<file path="src/rtl/uart_pkg.sv">
// uart_pkg -- shared UART definitions.
// Holds the receive FSM state type, the bit-period constants (in clk cycles
// at 50 MHz) for the supported baud rates, and a helper that maps a requested
// baud rate to its bit period. The transmit side can reuse the same helper.
package uart_pkg;

  typedef enum logic [1:0] {
    IDLE  = 2'd0,
    START = 2'd1,
    DATA  = 2'd2,
    STOP  = 2'd3
  } rx_state_e;

  // Width of the bit-period and cycle-counter values (10416 fits in 14 bits).
  localparam int unsigned CNT_W = 14;

  localparam logic [CNT_W-1:0] BIT_CYC_4800    = 14'd10416;
  localparam logic [CNT_W-1:0] BIT_CYC_9600    = 14'd5208;
  localparam logic [CNT_W-1:0] BIT_CYC_14400   = 14'd3472;
  localparam logic [CNT_W-1:0] BIT_CYC_19200   = 14'd2604;
  localparam logic [CNT_W-1:0] BIT_CYC_38400   = 14'd1302;
  localparam logic [CNT_W-1:0] BIT_CYC_57600   = 14'd868;
  localparam logic [CNT_W-1:0] BIT_CYC_DEFAULT = 14'd5208;

  // Map a requested baud rate to a bit period; unknown rates fall back to 9600.
  function automatic logic [CNT_W-1:0] baud_to_bit_cyc(input logic [16:0] baud);
    logic [CNT_W-1:0] cyc;
    case (baud)
      17'd4800:  cyc = BIT_CYC_4800;
      17'd9600:  cyc = BIT_CYC_9600;
      17'd14400: cyc = BIT_CYC_14400;
      17'd19200: cyc = BIT_CYC_19200;
      17'd38400: cyc = BIT_CYC_38400;
      17'd57600: cyc = BIT_CYC_57600;
      default:   cyc = BIT_CYC_DEFAULT;
    endcase
    return cyc;
  endfunction

endpackage

</file>
<file path="src/rtl/uart_rx_if.sv">
// uart_rx_if -- signal bundle between a UART receiver and its user.
//   baud      : requested baud rate in bits/s (user -> receiver)
//   rx        : serial line, idle high, asynchronous to clk (line -> receiver)
//   rx_data   : last correctly framed byte (receiver -> user)
//   rx_valid  : one-clk pulse, rx_data holds a new byte
//   frame_err : one-clk pulse, stop bit sampled low
//   busy      : receiver is inside a frame
// The slave modport is the receiver's view; master is the user/line side.
interface uart_rx_if;
  import uart_pkg::*;

  logic [16:0] baud;
  logic        rx;
  logic [7:0]  rx_data;
  logic        rx_valid;
  logic        frame_err;
  logic        busy;

  modport slave (
    input  baud,
    input  rx,
    output rx_data,
    output rx_valid,
    output frame_err,
    output busy
  );

  modport master (
    output baud,
    output rx,
    input  rx_data,
    input  rx_valid,
    input  frame_err,
    input  busy
  );

endinterface

</file>
<file path="src/rtl/uart_rx_sync.sv">
// uart_rx_sync -- two-flop synchronizer for a single idle-high signal.
//   clk : destination clock
//   rst : asynchronous active-low reset; both flops reset to 1 (line idle)
//   d   : asynchronous input
//   q   : synchronized output, two clk cycles after d
module uart_rx_sync (
  input  logic clk,
  input  logic rst,
  input  logic d,
  output logic q
);

  logic meta_r;
  logic sync_r;

  // Two-stage capture of the asynchronous input.
  always_ff @(posedge clk or negedge rst) begin
    if (!rst) begin
      meta_r <= 1'b1;
      sync_r <= 1'b1;
    end else begin
      meta_r <= d;
      sync_r <= meta_r;
    end
  end

  assign q = sync_r;

endmodule

</file>
<file path="src/rtl/uart_rx.sv">
// uart_rx -- 8N1 UART receiver.
//   clk : 50 MHz system clock, all state on the rising edge
//   rst : asynchronous active-low reset
//   bus : uart_rx_if.slave -- baud and rx in; rx_data, rx_valid, frame_err,
//         busy out (all outputs registered)
// A 1->0 edge on the synchronized line starts a frame. The start bit is
// re-checked at its middle, data bits are sampled every bit period from
// there (LSB first), and the stop bit is sampled one period after the last
// data bit. The stop-bit decision is registered once more before it drives
// rx_valid / frame_err, so each pulse appears one clk after the stop sample.
module uart_rx
  import uart_pkg::*;
(
  input  logic      clk,
  input  logic      rst,
  uart_rx_if.slave  bus
);

  logic             rx_s;
  logic             rx_p;

  rx_state_e        state_r, state_nxt;
  logic [CNT_W-1:0] cnt_r, cnt_nxt;
  logic [2:0]       bit_idx_r, bit_idx_nxt;
  logic [7:0]       shift_r, shift_nxt;
  logic [CNT_W-1:0] bit_cyc_r, bit_cyc_nxt;
  logic             done_ok_r, done_ok_nxt;
  logic             done_bad_r, done_bad_nxt;

  logic [7:0]       rx_data_r;
  logic             rx_valid_r;
  logic             frame_err_r;
  logic             busy_r;

  logic [CNT_W-1:0] full_last_s;
  logic [CNT_W-1:0] half_last_s;
  logic             start_det_s;

  uart_rx_sync u_sync (
    .clk (clk),
    .rst (rst),
    .d   (bus.rx),
    .q   (rx_s)
  );

  // Previous-cycle copy of the synchronized line for edge detection.
  always_ff @(posedge clk or negedge rst) begin
    if (!rst) begin
      rx_p <= 1'b1;
    end else begin
      rx_p <= rx_s;
    end
  end

  // The half period truncates for odd bit periods.
  assign full_last_s = bit_cyc_r - 14'd1;
  assign half_last_s = (bit_cyc_r >> 1) - 14'd1;
  // Only a genuine falling edge starts a frame, so a held-low line cannot retrigger.
  assign start_det_s = rx_p & ~rx_s;

  // Next-state, counter and shift-register logic of the receive FSM.
  always_comb begin
    state_nxt    = state_r;
    cnt_nxt      = cnt_r + 14'd1;
    bit_idx_nxt  = bit_idx_r;
    shift_nxt    = shift_r;
    bit_cyc_nxt  = bit_cyc_r;
    done_ok_nxt  = 1'b0;
    done_bad_nxt = 1'b0;

    case (state_r)
      IDLE: begin
        cnt_nxt = 14'd0;
        if (start_det_s) begin
          state_nxt   = START;
          bit_idx_nxt = 3'd0;
          // Bit period is frozen for the whole frame.
          bit_cyc_nxt = baud_to_bit_cyc(bus.baud);
        end else begin
          state_nxt = IDLE;
        end
      end

      START: begin
        if (cnt_r == half_last_s) begin
          cnt_nxt = 14'd0;
          if (!rx_s) begin
            state_nxt = DATA;
          end else begin
            // Glitch or short low pulse: drop it silently.
            state_nxt = IDLE;
          end
        end else begin
          state_nxt = START;
        end
      end

      DATA: begin
        if (cnt_r == full_last_s) begin
          cnt_nxt              = 14'd0;
          shift_nxt[bit_idx_r] = rx_s;
          if (bit_idx_r == 3'd7) begin
            state_nxt = STOP;
          end else begin
            bit_idx_nxt = bit_idx_r + 3'd1;
          end
        end else begin
          state_nxt = DATA;
        end
      end

      STOP: begin
        if (cnt_r == full_last_s) begin
          cnt_nxt = 14'd0;
          // Leaving mid stop bit leaves room for a back-to-back start edge.
          state_nxt = IDLE;
          if (rx_s) begin
            done_ok_nxt = 1'b1;
          end else begin
            done_bad_nxt = 1'b1;
          end
        end else begin
          state_nxt = STOP;
        end
      end

      default: begin
        state_nxt = IDLE;
        cnt_nxt   = 14'd0;
      end
    endcase
  end

  // FSM state, counters, shift register and stop-bit decision flags.
  always_ff @(posedge clk or negedge rst) begin
    if (!rst) begin
      state_r    <= IDLE;
      cnt_r      <= 14'd0;
      bit_idx_r  <= 3'd0;
      shift_r    <= 8'h00;
      bit_cyc_r  <= BIT_CYC_DEFAULT;
      done_ok_r  <= 1'b0;
      done_bad_r <= 1'b0;
    end else begin
      state_r    <= state_nxt;
      cnt_r      <= cnt_nxt;
      bit_idx_r  <= bit_idx_nxt;
      shift_r    <= shift_nxt;
      bit_cyc_r  <= bit_cyc_nxt;
      done_ok_r  <= done_ok_nxt;
      done_bad_r <= done_bad_nxt;
    end
  end

  // Registered outputs; ok and bad flags are mutually exclusive by construction.
  always_ff @(posedge clk or negedge rst) begin
    if (!rst) begin
      rx_data_r   <= 8'h00;
      rx_valid_r  <= 1'b0;
      frame_err_r <= 1'b0;
      busy_r      <= 1'b0;
    end else begin
      rx_valid_r  <= done_ok_r;
      frame_err_r <= done_bad_r;
      busy_r      <= (state_nxt != IDLE);
      if (done_ok_r) begin
        rx_data_r <= shift_r;
      end else begin
        rx_data_r <= rx_data_r;
      end
    end
  end

  assign bus.rx_data   = rx_data_r;
  assign bus.rx_valid  = rx_valid_r;
  assign bus.frame_err = frame_err_r;
  assign bus.busy      = busy_r;

endmodule

</file>
<file path="src/flat_wrapper.sv">
// flat-port wrapper written by rule: the top's interface ports become plain ports
module uart_rx_flat import uart_pkg::*;
  (clk, rst, bus_baud, bus_rx, bus_rx_data, bus_rx_valid, bus_frame_err, bus_busy);
  uart_rx_if bus_i ();
  input  logic clk;
  input  logic rst;
  input wire logic [$bits(bus_i.baud)-1:0] bus_baud;
  input wire logic [$bits(bus_i.rx)-1:0] bus_rx;
  output wire logic [$bits(bus_i.rx_data)-1:0] bus_rx_data;
  output wire logic [$bits(bus_i.rx_valid)-1:0] bus_rx_valid;
  output wire logic [$bits(bus_i.frame_err)-1:0] bus_frame_err;
  output wire logic [$bits(bus_i.busy)-1:0] bus_busy;
  assign bus_i.baud = bus_baud;
  assign bus_i.rx = bus_rx;
  assign bus_rx_data = bus_i.rx_data;
  assign bus_rx_valid = bus_i.rx_valid;
  assign bus_frame_err = bus_i.frame_err;
  assign bus_busy = bus_i.busy;
  uart_rx u_core (.clk(clk), .rst(rst), .bus(bus_i));
endmodule
</file>
<file path="config.mk">
export PLATFORM = sky130hd
export DESIGN_NAME = uart_rx_flat
export DESIGN_NICKNAME = d
export VERILOG_FILES = /design/src/rtl/uart_pkg.sv /design/src/rtl/uart_rx_if.sv /design/src/rtl/uart_rx_sync.sv /design/src/rtl/uart_rx.sv /design/src/flat_wrapper.sv
export SDC_FILE = /design/constraint.sdc
export NUM_CORES = 1
export LEC_CHECK = 0
export CAP_MARGIN = 5
export CORE_MARGIN = 2
export CORE_UTILIZATION = 55
export DETAILED_ROUTE_END_ITERATION = 6
export PLACE_DENSITY = 0.82
export SKIP_CTS_REPAIR_TIMING = 1
export SLEW_MARGIN = 0
export SYNTH_ARGS = -nofsm -noshare
export SYNTH_HDL_FRONTEND = slang
export SYNTH_SLANG_ARGS = --single-unit
</file>
<file path="constraint.sdc">
create_clock -name clk -period 3.5 [get_ports clk]
set_clock_uncertainty 0.05 [all_clocks]
set_input_delay 0.525 -clock clk [delete_from_list [all_inputs] [get_ports clk]]
set_output_delay 0.525 -clock clk [all_outputs]
set_load 0.02 [all_outputs]
</file>
# Word-level counts from Yosys, hierarchy flattened
# Cells that the tools add are included.
# op_classes
add_sub_neg	4
order_cmp	2
eq_ne	14
n_mux	24
bitwise_logic	2
reduce_logical	8
# ops
operator	count
$pmux 14 s5	1
$pmux 14 s3	1
$eq 17x16->1 const B	2
$eq 14x14->1	2
$mux 14	2
$eq 17x13->1 const B	1
$eq 17x14->1 const B	1
$eq 17x15->1 const B	1
$add 14x1->14 const B	1
$sub 13x1->14 const B	1
$sub 14x1->14 const B	1
$mux 2	5
$mux 3	3
$bwmux 8	1
$mux 1	8
$pmux 2 s4	1
$pmux 3 s2	1
$eq 2x2->1 const B	2
$lt 3x4->1 const B	1
$ne 2x1->1 const B	2
$reduce_and 2->1	2
$reduce_and 4->1	1
$reduce_bool 2->1	2
$add 3x1->3 const B	1
10 further kinds	10
# word_totals
regBits	57
in_bits	20
output_inout_bits	11
word_cells	68

# Longest topological paths before layout
# depth
depth_word	5
depth_mapped	11
depth_no_buf	9

# By module
# A second synthesis with hierarchy kept.
# unflattened
hier_cells	372
hier_area_um2	3575.9
# modules_own_cells
module	n_inst	cells_per_inst	area_each_um2	seq_area_each_um2
uart_rx	1	370	3523.4	1358.8
uart_rx_sync	1	2	52.6	52.6

# Least setup slack after synthesis
# No wires, ideal clock.
# synth_timing
kind	register to register
start	reg u_core.bit_cyc_r[1]
end	reg u_core.shift_r[3]
setup_time_ps	127
arrival_ps	3048
required_time_ps	3323
setup_slack_ps	275
stages_incl_launch_ff	12
n_path_buf	2
synth_period_minus_slack_ps	3225
path_cell_list	dfrtp_1 inv_1 ha_1 or3b_1 buf_2 nor4_1 xnor3_1 nand3_1 nor4_4 buf_4 nand3_1 mux2_1
# synth_between
elab_chain_len	3
# synth_rtl
item	line_no	text
from (decl)	uart_rx.sv:26	logic [CNT_W-1:0] bit_cyc_r, bit_cyc_nxt;
from (signal assigned)	uart_rx.sv:149	bit_cyc_r <= bit_cyc_nxt;
$sub 14x1->14	uart_rx.sv:56	assign full_last_s = bit_cyc_r - 14'd1;
$eq 14x14->1	uart_rx.sv:99	if (cnt_r == full_last_s) begin
$reduce_and 2->1 (no source line)	n/a	
to (signal assigned)	uart_rx.sv:148	shift_r <= shift_nxt;
to (decl)	uart_rx.sv:25	logic [7:0] shift_r, shift_nxt;
# No other way between the ends.
# A chain may end at the register's enable or synchronous reset.

# Final worst setup path
# layout_timing
start	reg u_core.bit_cyc_r[2]
end	reg u_core.shift_r[5]
# The elaborated chain is that of the path after synthesis.

==> run summary <==
DP Cell Count: 476
Fillers: 546
Worst setup timing slack at the placement stage: 0.141 ns
Clock Tree Buf Depth: 2
Final RePlAce weighted congestion: 1.04
Count of yosys warnings during synthesis: 0
Critical Path Slowest Stage Cell: or4_4
Via count: 3074
Worst-path clk slew: 0.11 ns
Met3 global-route usage: 3.74%
Starting Density: 56.4%
Final setup fails: 0
DRC violation count after routing: 0
Vertical die dimension: 84.5 µm
Antenna viol nets, final: 0
HPWL reported at the end of detailed placement: 6.38 mm
Shortest period the worst path allows: 3.29 ns
Sequential cell area: 1410 µm²
Number of storage elements in the synthesis netlist: 56
Via count of the first global-routing pass: 3021
Share of synthesized registers carrying an async set or reset: 100%
Number of max-capacitance violations reported: 0
Number of buffers and inverters on the critical path: 2
Number of top-level pins: 31
Required @ worst endpoint: 3.66 ns
Cells taking the most area after synthesis: dfrtp_1, dfstp_2, nor2_1, xnor2_1, xor2_1
Non-filler instance count after layout: 484
TritonCTS clock tree: done
Met2 global-route usage: 42.1%
Total CTS buffers: 5
Maximum number of pins on one net before global-route repair: 47
Remaining max-slew budget at the tightest pin: 33.3%
Top library cells by usage in the layout, fill and taps aside: dfrtp_1, nor2_1, clkdlybuf4s50_1, nand2_1, nand3_1
Met1 global-route usage: 33.1%
Maximum cell stage delay along the critical path: 0.51 ns
Path type of the worst min-delay path: flip-flop to flip-flop
Number of enable-type register cells in the synthesized netlist: 0
Signed area change from the synthesized netlist to the final layout: 12.4%
Worst-case vdd ir drop: 469 µV
Horiz. Die Dim: 84.5 µm
Share of Yosys cell area claimed by the top area cell type: 33.7%
Series of cell instances along the critical path: inv_1, ha_1, or3b_4, nor3_4, o21ai_0, or4_4, nor4_4, buf_4, nand4_1, mux2_1
Most common cell after layout, fill and taps aside: dfrtp_1
Power density normalized to cell area: 480 nW/µm²
# nets final: 430
Initial antenna violation count: 0
Pin slew with the least headroom to its limit: 1.00 ns
FP Rows: 29
Mapped Nets: 411
First-pass iteration count of the detailed router: 5
Worst hold margin: 0.309 ns
Outcome: complete, no violations
Core Region: 6310 µm²
Layout cells sized above 1: 12.0%
Top achievable clock speed: 304 MHz
Static Leak: 1.70 nW
# clock sinks: 56
Final antenna diode count: 0
Sum of negative setup slack: 0 ns
Multi-input combinational cell area: 1990 µm²
Cell at the root of the clock tree: clkbuf_8
Global route hottest layer: met2
Vias per inst: 6.35
Final cycle utilization of the critical path: 93.9%
Netlist cell types: 69
Most used flip-flop cell after synthesis: dfrtp_1
Remaining Overflow, GRT: 0
Cell count after synthesis: 387
Final Hold Vio Count: 0
Kind of cell with the highest combined delay on the critical path: simple AND/OR/NAND/NOR gates
# H-tree levels: 2
CP Max Fanout: 16
CP startpoint kind: flip-flop
Global-route usage over all layers: 25.0%
Iter 0 DRT Violations: 331
Data arrival time of the worst path: 3.45 ns
Routed length per instance: 17.5 µm
RSZ-0062 raised after global routing: no
Die footprint: 7130 µm²
Fin area: 4000 µm²
Path type of the worst setup path: flip-flop to flip-flop
Count of pins over their slew limit: 0
Total Routed Length: 8.48 mm
Most area-hungry cell type in the Yosys netlist: dfrtp_1
Final setup margin: 0.213 ns
Total placed instance area: 3910 µm²
Synth Area per Inst: 9.20 µm²
Clock insertion delay at the later pin of the skew report: 0.32 ns
Critical Path Sink Type: flip-flop
Netlist area before placement: 3560 µm²
Global-route wire length before repair: 14.3 mm
Port buffer count: 30
Part of the Yosys area used for sequential elements: 39.6%
[synthesized netlist by cell type, drive strengths merged, types with 6 or more instances]
master  instances
buf            11
nand3          20
xor2           14
nor2           44
o21ai          17
nor4           11
nor3           10
nand2          28
xnor2          17
o211ai          9
and3            6
mux2           16
a21oi           7
nand4           6
dfrtp          48
dfstp           8
inv             9
clkbuf         19
[metal layers]
| layer | vias up | wire (µm) |
|---|---|---|
| met5 | - | 0 |
| met4 | 0 | 267 |
| met3 | 28 | 391 |
| met2 | 113 | 3960 |
| met1 | 1494 | 3860 |
| li1 | 1439 | - |
[sequential cells by signal, indices dropped and copies added, names as in the netlist, 2 cells and up]
signal / count
u_core.cnt_r: 14
u_core.bit_cyc_r: 13
u_core.bus.rx_data: 8
u_core.shift_r: 8
u_core.bit_idx_r: 3
u_core.state_r: 2
[area by class of cell]
class	instances	area share, %
multi-input combinational	292	49.6
sequential	56	35.2
timing repair buffer	42	9.63
tap	77	2.41
clock buffer	5	1.72
inverter	9	0.844
clock inverter	3	0.531
[logic make-up (layout without fill, tap and decap cells)]
family | after synthesis | after routing | synth area share [%]
AND/OR/NAND/NOR | 166 | 166 | 25.8
AO/OA/AOI/OAI | 72 | 72 | 14.6
flip-flops | 56 | 56 | 39.6
buffers and inverters | 39 | 59 | 4.64
XOR/XNOR | 32 | 32 | 8.26
multiplexers | 18 | 18 | 5.62
adder cells (fa/ha/maj) | 4 | 4 | 1.41
[report_power, final]
group,internal [W],total (W),leakage (nW),switching (W)
clock,0.000143,0.000368,0.0445,0.000225
sequential,0.000737,0.000874,0.731,0.000137
combinational,0.000301,0.000682,0.926,0.000381
total,0.00118,0.00192,1.70,0.000743
[worst reg2reg max path, delay by kind of cell, from the launching register on]
kind	cells	cell delay (ns)
AOI/OAI and AO/OA	1	0.14
adders and majority gates	1	0.21
buffers and inverters	2	0.36
DFF	1	0.43
muxes	1	0.34
and+or+nand+nor	5	1.65
[path summary, 6_finish.rpt]
kind	start	endpoint	slack, ns	depth (start not counted)
max in group asynchronous	rst	u_core.bit_idx_r[1]	2.35	2
worst min register to register	u_core.done_bad_r	u_core.bus.frame_err	0.31	0
worst max-delay path	u_core.bit_cyc_r[2]	u_core.shift_r[5]	0.21	10
min in group asynchronous	rst	u_core.cnt_r[13]	0.32	1
worst min-delay path	u_core.done_bad_r	u_core.bus.frame_err	0.31	0
worst max register to register	u_core.bit_cyc_r[2]	u_core.shift_r[5]	0.21	10
[stage by stage]
step | total power, W | util (%)
3_3_place_gp | 0.00154 | 62.0
4_1_cts | 0.00192 | 63.4
3_5_place_dp | 0.00155 | 62.0
6_report | 0.00192 | 63.4
5_1_grt | 0.00204 | 63.4
2_1_floorplan | 0.00134 | -
No activity file was read; power rests on OpenSTA's default activity.
